==> src/rtl/bin2bcd_seq.sv <==
// Sequential double-dabble binary-to-BCD converter with a start/done handshake.
// One add-3/shift step per clock keeps the combinational path to a single digit adder.
module bin2bcd_seq #(
    parameter int WIDTH       = 16,
    parameter int DIGITS      = 5,
    parameter int DISP_DIGITS = 4
) (
    input  logic                  clk,
    input  logic                  rst,
    input  logic                  start,
    input  logic [WIDTH-1:0]      bin_in,
    output logic                  busy,
    output logic                  done,
    output logic [4*DIGITS-1:0]   bcd_out,
    output logic                  overflow
);

    localparam int CNT_W = $clog2(WIDTH + 1);
    localparam int BCD_W = 4 * DIGITS;

    typedef enum logic [1:0] {
        IDLE    = 2'd0,
        CONVERT = 2'd1,
        FINISH  = 2'd2
    } state_t;

    state_t             state;
    state_t             state_nxt;
    logic [WIDTH-1:0]   shift_bin;
    logic [BCD_W-1:0]   scratch;
    logic [CNT_W-1:0]   cnt;
    logic               load_en;
    logic               step_en;
    logic               finish_en;
    logic               ovf_flag;

    // Each digit that is 5 or more gets +3 so the following shift carries into the next digit.
    function automatic logic [BCD_W-1:0] add3_digits(input logic [BCD_W-1:0] v);
        logic [BCD_W-1:0] r;
        r = v;
        for (int i = 0; i < DIGITS; i++) begin
            if (v[4*i +: 4] >= 4'd5) begin
                r[4*i +: 4] = v[4*i +: 4] + 4'd3;
            end
        end
        return r;
    endfunction

    always_ff @(posedge clk) begin
        if (rst) begin
            state <= IDLE;
        end else begin
            state <= state_nxt;
        end
    end

    always_comb begin
        state_nxt = state;
        case (state)
            IDLE:    if (start) state_nxt = CONVERT;
            CONVERT: if (cnt == CNT_W'(1)) state_nxt = FINISH;
            FINISH:  state_nxt = IDLE;
            default: state_nxt = IDLE;
        endcase
    end

    always_comb begin
        load_en   = (state == IDLE) && start;
        step_en   = (state == CONVERT);
        finish_en = (state == FINISH);
        busy      = (state != IDLE);
    end

    always_ff @(posedge clk) begin
        if (rst) begin
            shift_bin <= '0;
            scratch   <= '0;
            cnt       <= '0;
        end else if (load_en) begin
            shift_bin <= bin_in;
            scratch   <= '0;
            cnt       <= CNT_W'(WIDTH);
        end else if (step_en) begin
            {scratch, shift_bin} <= {add3_digits(scratch), shift_bin} << 1;
            cnt                  <= cnt - CNT_W'(1);
        end
    end

    // Without hidden digits there is nothing the display could miss.
    generate
        if (DISP_DIGITS >= DIGITS) begin : g_no_ovf
            assign ovf_flag = 1'b0;
        end else begin : g_ovf
            assign ovf_flag = |scratch[BCD_W-1:4*DISP_DIGITS];
        end
    endgenerate

    always_ff @(posedge clk) begin
        if (rst) begin
            done     <= 1'b0;
            bcd_out  <= '0;
            overflow <= 1'b0;
        end else begin
            done <= finish_en;
            if (finish_en) begin
                bcd_out  <= scratch;
                overflow <= ovf_flag;
            end
        end
    end

endmodule

==> config.mk <==
export PLATFORM = sky130hd
export DESIGN_NAME = bin2bcd_seq
export DESIGN_NICKNAME = d
export VERILOG_FILES = /design/src/rtl/bin2bcd_seq.sv
export SDC_FILE = /design/constraint.sdc
export NUM_CORES = 1
export LEC_CHECK = 0
export ABC_AREA = 1
export CAP_MARGIN = 0
export CELL_PAD_IN_SITES_DETAIL_PLACEMENT = 2
export CELL_PAD_IN_SITES_GLOBAL_PLACEMENT = 2
export CORE_ASPECT_RATIO = 0.9
export CORE_MARGIN = 5
export CORE_UTILIZATION = 30
export DETAILED_ROUTE_END_ITERATION = 7
export PLACE_DENSITY_LB_ADDON = 0.1
export SYNTH_ARGS = -nofsm -noshare
export SYNTH_HDL_FRONTEND = slang
export SYNTH_SLANG_ARGS = --single-unit
==> constraint.sdc <==
create_clock -name clk -period 1.7 [get_ports clk]
set_input_delay 0.51 -clock clk [delete_from_list [all_inputs] [get_ports clk]]
set_output_delay 0.51 -clock clk [all_outputs]
set_load 0.005 [all_outputs]
Word-level counts from Yosys, hierarchy flattened
Cells that the tools add are included.
Operators by class
  $add $sub $neg: 6
  magnitude comparators: 5
  equal/unequal tests: 5
  multiplexer cells: 12
  reduce and logical (&&, ||, !) cells: 7
Operators by type and width (number)
  $mux W16: 2
  $ge A4 B3 Y1 const B: 5
  $add A4 B2 Y4 const B: 4
  $mux W4: 4
  $mux W5: 2
  $eq A5 B1 Y1 const B: 1
  $sub A5 B1 Y5 const B: 1
  $mux W2: 2
  $pmux W2 S2: 1
  $reduce_bool A2 Y1: 2
  $reduce_or A4 Y1: 1
  $add A3 B2 Y3 const B: 1
  $mux W3: 1
  $eq A2 B1 Y1 const B: 1
  $eq A2 B2 Y1 const B: 1
  $logic_not A2 Y1: 1
  $ne A2 B1 Y1 const B: 1
  $ne A2 B2 Y1 const B: 1
  $reduce_and A2 Y1: 1
  $reduce_or A2 Y1: 1
  $logic_and A1 B1 Y1: 1
Word-level totals
  register bits after elaboration: 65
  input bits: 19
  output and inout bits: 23
  word-level logic and storage cells: 43

Longest topological paths before layout
Gate-level depths: netlist of the first run.
  word-level depth: 3
  gate-level depth with buffers: 10
  mapped depth without buffers: 10

Worst setup path after synthesis of the first run
Ideal clock, no wire load.
  path kind: reg2reg
  from: register scratch[8]
  to: register scratch[10]
  setup time: 109 ps
  arrival: 1157 ps
  data required time: 1591 ps
  setup slack: 434 ps
  stages on the path, launching flop included: 10
  buffers on the path: 0
  clock period less this slack: 1266 ps
  cell sequence: dfxtp_1 inv_1 ha_1 inv_1 o21ai_0 nand2_1 nand2_1 nand3_1 nand2_1 inv_1
Between the ends
  word-level cells in the longest chain between the ends: 2
  elaborated cells on any way between the ends: 3
Ends and longest elaborated chain
  from (decl): RTL line 30  | logic [BCD_W-1:0] scratch;
  from (signal assigned): RTL line 84  | {scratch, shift_bin} <= {add3_digits(scratch), shift_bin} << 1;
  $add A4 B2 Y4 / $ge A4 B3 Y1 (equally long branches): RTL line 43, 42
  $mux W4 *: RTL line 42  | if (v[4*i +: 4] >= 4'd5) begin
Every way passes the cells marked *; elsewhere a longest branch is shown, timed or not.
A chain may end at the register's enable or synchronous reset.

Worst setup path in the final report of the first run
  from: register bcd_out[8]
  to: output port bcd_out[8]
RTL lines
  from (decl): RTL line 14  | output logic [4*DIGITS-1:0] bcd_out,
  from (signal assigned): RTL line 106  | bcd_out <= scratch;
No word-level cell between the ends.

==> results of run 1 <==
power by group through the flow:
stage          registers, mW  logic (mW)  clock network, mW
2_1_floorplan           1.66       0.324                  0
3_3_place_gp            1.66       0.489                  0
3_5_place_dp            1.67       0.507                  0
4_1_cts                 1.64       0.512               1.73
5_1_grt                 1.64       0.566               1.79
6_report                1.64       0.498               1.68
logic make-up (layout without fill, tap and decap cells):
group | after synthesis | count (layout) | share of synthesized area (%)
AOI/OAI and AO/OA | 87 | 87 | 14.62
and+or+nand+nor | 192 | 192 | 26.27
adders and majority gates | 13 | 13 | 5.370
DFF | 65 | 65 | 42.96
buffers and inverters | 71 | 120 | 10.78
cell type report:
cell class / instances / area share, %
multi-input cells: 292 / 36.04
flip-flops and latches: 65 / 33.41
repair buffers: 53 / 14.42
clock buffers: 14 / 6.778
inverters: 53 / 5.300
well taps: 126 / 4.048
timing repair:
action                     4_1_cts  5_1_grt
setup endpoints to repair        9       14
hold endpoints to repair         0        0
gates cloned                     0        0
gates resized for setup          9       12
flip-flops by register name, indices dropped and copies added, names as in the netlist:
signal     cells
bcd_out       20
cnt            5
done           1
overflow       1
scratch       20
shift_bin     16
state          2
placed cells by master (no fill, tap or decap):
cell and n:
o21ai_0 28, ha_1 13, clkdlybuf4s50_1 23, inv_6 1
a211oi_1 1, nand2_1 107, dlymetal6s2s_1 9, inv_4 1
dfxtp_1 65, clkbuf_16 9, nand3_1 34, nand2_4 1
nand4_1 1, o21ai_1 3, inv_1 50, dlygate4sd2_1 9
inv_2 1, a21oi_2 1, nand2_2 2, buf_4 8
a21oi_1 53, nor2_1 44, a31oi_1 1, clkbuf_8 2
nor3_1 1, buf_12 4, nor2_8 1, clkbuf_1 3
nor2_2 1
routing by layer:
metal  GRT usage (%)  vias to the layer above  routed length, um
met5               0                        -                  0
met4           4.722                        0                104
met3           3.496                        9                274
met2           28.59                       32               4526
met1           18.81                     1370               4147
li1                -                     1447                  -
how the worst max path moves through the flow:
stage	cells after the start	start	slack, ps	endpoint
5_1_grt	1	bcd_out[8]$_SDFFE_PP0P_	-8	bcd_out[8]
3_3_place_gp	7	start	40	state[0]$_SDFFE_PP0P_
2_1_floorplan	9	scratch[8]$_SDFFE_PP0P_	430	scratch[10]$_SDFFE_PP0P_
3_5_place_dp	7	start	1	scratch[5]$_SDFFE_PP0P_
6_report	1	bcd_out[8]$_SDFFE_PP0P_	40	bcd_out[8]
4_1_cts	1	bcd_out[14]$_SDFFE_PP0P_	2	bcd_out[14]
through the flow:
stage / total power [mW] / utilization, %
floorplan: 1.981 / -
global placement: 2.154 / 36.99
detailed placement: 2.174 / 36.99
CTS: 3.878 / 39.58
global route: 4.001 / 39.81
finish: 3.811 / 39.81
==> flow_summary_export.csv, run 1 <==
group,metric,value,unit
status,status,"completed",
synthesis,synth_area,3029,um^2
setup_path,worstPathMaxFanout,2,
place,pre_cts_slack,1.298,ps
power,combPwrFrac,13.1,%
setup_path,path_buf_inv,1,
sta,setup_viol_count_final,0,
power,seqPwrFrac,42.9,%
setup_path,path_cells,"clkdlybuf4s50_1",
setup_path,r2r_end,"scratch[18]$_SDFFE_PP0P_",
floorplanning,die_w,115.9,um
setup_path,critical_path.top_delay_family,"buffers and inverters",
hold_path,hold_end,"scratch[0]$_SDFFE_PP0P_",
sta,setup_tns,0,ps
setup_path,crit_arrival,1150,ps
final_layout,area_growth,28.58,%
clocking,cts.sinks,65,
power,power_density,978.4,nW/um^2
synthesis,ys_ff_latch,65,
setup_path,cp-end-kind,"output pin",
synthesis,synth_nets,460,
global_route,track_usage,15.93,%
global_route,antenna_found_initial,0,
power,clkPwrFrac,44.0,%
synthesis,synth_area_leader_cell,"dfxtp_1",
place,place_area,3620,um^2
final_layout,fin_area,3895,um^2
floorplanning,die-area,12210,um^2
power,switching_share,25.37,%
power,switching_power,0.9668,mW
floorplanning,num_io_pins,42,
floorplanning,fp.dieH,105.3,um
global_route,grt_pass1_vias,3248,
final_layout,final-seq-area,1301,um^2
flow_run,maxCapViolCount,0,
final_layout,multi_input_area,1404,um^2
power,ir_worst_vdd,0.6485,mV
synthesis,ys_types,26,
routing,first_iter_violations,85,
routing,vias,2858,
power,p_int,2.844,mW
clocking,numCtsBuffers,9,
clocking,cts_tree,"yes",
clocking,clockRootBuffer,"clkbuf_16",
clocking,clkSlewWorstSetupHoldPaths,50,ps
clocking,cts_max_level,3,
floorplanning,std_cell_rows,34,
setup_path,cp_slowest_cell,"clkdlybuf4s50_1",
power,leakage,1.917,nW
sta,fin_ws,37.34,ps
routing,antenna_left,0,
synthesis,synth_edf_count,0,
synthesis,yosys_most_used_dff,"dfxtp_1",
place,portBuffers,41,
routing,viasPerCell,4.740,
synthesis,ys_warn_count,0,
floorplanning,core-area,9784,um^2
floorplanning,initial_core_util,30.96,%
global_route,grt_overflow,0,
hold_path,holdPathStages,2,
sta,slew_headroom,82.82,%
routing,wl_per_cell,15.01,um
final_layout,n_fill_cell,1198,
final_layout,instances_no_fill,603,
global_route,grt_max_degree,27,
synthesis,synthTopCellsByCount,"107 x nand2_1, 65 x dfxtp_1, 53 x a21oi_1",
final_layout,fin_nets,506,
synthesis,avgSynthCellArea,7.077,um^2
place,placedCellCount,589,
sta,clock.fmax,601.4,MHz
setup_path,path_class,"flop to output pin",
setup_path,crit_required,1190,ps
setup_path,reg2reg_setup_slack,220,ps
sta,worst_pin_slew,257.6,ps
sta,drv_slew,0,
clocking,clockBufferDepth,2,
final_layout,diodes,0,
sta,period_minus_slack,1663,ps
synthesis,syn_inst,428,
setup_path,max_stage_delay,500,ps
hold_path,hold_path_class,"flop to flop",
setup_path,r2r_start,"scratch[16]$_SDFFE_PP0P_",
sta,clock_skew,6.214,ps
clocking,post_cts_buffers,0,
synthesis,synth_top_cell_area_share,42.96,%
synthesis,yosysSeqAreaShare,42.96,%
hold_path,worstHoldStart,"shift_bin[15]$_SDFFE_PP0P_",
final_layout,drive_above_1_share,6.709,%
setup_path,start_kind,"flop",
synthesis,async_flop_share,0,%
synthesis,synthTopCellsByArea,"dfxtp_1 43%, nand2_1 13%, a21oi_1 8.8%, inv_1 6.3%, nand3_1 5.6%",
synthesis,yosysMostFrequentCell,"nand2_1",
global_route,grt_pass1_wl,15670,um
routing,first_pass_iters,4,
place,hpwl,6297,um
clocking,clkLatencyLatePin,330,ps
place,place_congestion,0.7877,
sta,finalCritPeriodShare,97.80,%
setup_path,reg2reg_depth,9,
sta,final-hold-violation-count,0,
sta,whs,461.3,ps
routing,drc_errors,0,
clocking,hold_buffers,0,
routing,wirelength,9052,um
Power figures use the tool's default switching activity.
==> inputs of run 2 (changes only) <==
==> constraint.sdc (replaced) <==
create_clock -name clk -period 1.7 [get_ports clk]
set_input_delay 0.51 -clock clk [delete_from_list [all_inputs] [get_ports clk]]
set_output_delay 0.51 -clock clk [all_outputs]
set_load 0.01 [all_outputs]
==> run 2 against run 1 <==
Critical path depth is 2 higher. Hold slack improved by 3.6 ps. Via count is 1.3% higher. Non-clock buffer count shrank 1. Largest cell class unchanged. Design area fell by 1.7%. Highest routed layer unchanged. Die area is the same. First-iteration DRC count fell by 22%. Setup slack better by 73 ps. Global-route usage is 0.57 points lower. Power shrank 2.2%.
==> flow_summary_export.csv, run 2 (synthesis results as in run 1) <==
group,metric,value,unit
clocking,clkLatencyLatePin,330,ps
final_layout,instances_no_fill,602,
power,power_density,973.8,nW/um^2
sta,finalCritPeriodShare,93.53,%
clocking,numCtsBuffers,9,
global_route,grt_max_degree,28,
floorplanning,fp.dieH,105.3,um
final_layout,layout_common_cells,"107 x nand2_1, 65 x dfxtp_1, 53 x a21oi_1",
hold_path,hold_path_class,"flop to flop",
setup_path,cp_slowest_cell,"dfxtp_1",
setup_path,r2r_end,"scratch[9]$_SDFFE_PP0P_",
setup_path,critical_path.top_delay_family,"buffers and inverters",
global_route,antenna_found_initial,0,
global_route,grt_pass1_wl,15020,um
sta,period_minus_slack,1590,ps
routing,viasPerCell,4.811,
floorplanning,die_w,115.9,um
routing,first_pass_iters,4,
floorplanning,std_cell_rows,34,
place,pre_cts_slack,-1.731,ps
setup_path,cp-end-kind,"output pin",
final_layout,fin_area,3829,um^2
sta,setup_viol_count_final,0,
sta,clock_skew,7.938,ps
clocking,clockBufferDepth,2,
routing,first_iter_violations,66,
final_layout,reg_top3,"bcd_out (20), scratch (20), shift_bin (16)",
sta,fin_ws,109.9,ps
hold_path,worstHoldStart,"shift_bin[0]$_SDFFE_PP0P_",
sta,slew_headroom,81.09,%
routing,wl_per_cell,14.61,um
floorplanning,initial_core_util,30.96,%
setup_path,start_kind,"flop",
final_layout,final_common_cell,"nand2_1",
place,place_area,3612,um^2
setup_path,crit_arrival,1080,ps
setup_path,path_buf_inv,2,
final_layout,diodes,0,
hold_path,holdPathStages,2,
place,placedCellCount,588,
sta,clock.fmax,628.9,MHz
clocking,clockRootBuffer,"clkbuf_16",
power,leakage,1.802,nW
final_layout,drive_above_1_share,6.303,%
routing,vias,2896,
clocking,clkSlewWorstSetupHoldPaths,50,ps
sta,drv_slew,0,
sta,worst_pin_slew,282.6,ps
routing,drc_errors,0,
flow_run,maxCapViolCount,0,
global_route,track_usage,15.36,%
sta,final-hold-violation-count,0,
final_layout,final_util,39.13,%
status,status,"completed",
sta,whs,464.9,ps
floorplanning,num_io_pins,42,
global_route,grt_overflow,0,
clocking,cts_max_level,3,
clocking,cts_tree,"yes",
setup_path,path_class,"flop to output pin",
setup_path,r2r_start,"scratch[8]$_SDFFE_PP0P_",
place,place_congestion,0.7695,
setup_path,max_stage_delay,310,ps
setup_path,worstPathMaxFanout,3,
setup_path,reg2reg_depth,9,
place,portBuffers,41,
setup_path,reg2reg_setup_slack,240,ps
clocking,cts.sinks,65,
place,hpwl,6194,um
setup_path,path_cells,"inv_2 > nand2_1 > dlygate4sd2_1",
routing,wirelength,8798,um
global_route,grt_pass1_vias,3107,
sta,rsz0062_at_grt,"no",
power,ir_worst_vdd,0.4545,mV
final_layout,area_growth,26.39,%
floorplanning,die-area,12210,um^2
setup_path,cp.depth,3,
routing,antenna_left,0,
hold_path,hold_end,"shift_bin[0]$_SDFFE_PP0P_",
floorplanning,core-area,9784,um^2
clocking,post_cts_buffers,0,
setup_path,crit_required,1190,ps
final_layout,fin_nets,505,
[run 2: cell types whose count changed in the layout (fill, tap and decap cells not counted), sizes merged]
cell | previous run | this run
dlymetal6s2s | 9 | 0
clkbuf | 14 | 13
clkinv | 0 | 1
clkdlybuf4s50 | 23 | 18
buf | 12 | 11
dlygate4sd2 | 9 | 23
[run 2: worst max-delay path by stage]
stage | slack (ps) | from | to
after floorplan | 430 | scratch[8]$_SDFFE_PP0P_ | scratch[10]$_SDFFE_PP0P_
after global placement | 40 | start | state[0]$_SDFFE_PP0P_
after detailed placement | -2 | start | state[0]$_SDFFE_PP0P_
after CTS | 20 | state[1]$_SDFFE_PP0P_ | busy
after global routing | 40 | state[1]$_SDFFE_PP0P_ | busy
final | 110 | state[1]$_SDFFE_PP0P_ | busy
[run 2: cell type report]
cell class,instances,area [um^2]
clock inverters,1,5.005
well taps,126,157.7
inverters,53,206.4
clock buffers,13,240.2
fillers,1177,5956
multi-input cells,292,1404
repair buffers,52,514.2
flip-flops and latches,65,1301
[run 2: routing by layer]
layer	global-route usage, %	part of all wire [%]
met3	3.897	3.1
met4	5.882	1.5
met2	25.51	49
met1	19.01	46
met5	0	0
[run 2: power breakdown]
part | switching, mW | internal [mW] | leakage, nW
logic | 0.294 | 0.197 | 1.15
registers | 0.0452 | 1.59 | 0.528
clock network | 0.633 | 0.968 | 0.120
[run 2: worst register-to-register path: cells and delay by family, from the launching register on]
kind / cells / cell delay [ps]
DFF: 1 / 360
and+or+nand+nor: 4 / 350
adders and majority gates: 1 / 210
buffers and inverters: 3 / 210
AOI/OAI and AO/OA: 1 / 210
[run 2: repair_timing]
item | 4_1_cts | 5_1_grt
setup endpoints to repair | 23 | 4
gates resized for setup | 23 | 3
hold buffers | 0 | 0
[run 2: stage by stage]
stage / TNS [ps] / total power, mW
after detailed placement: -1.731 / 2.173
after global routing: 0 / 3.917
after floorplan: 0 / 1.984
after CTS: 0 / 3.801
final: 0 / 3.728
after global placement: 0 / 2.153
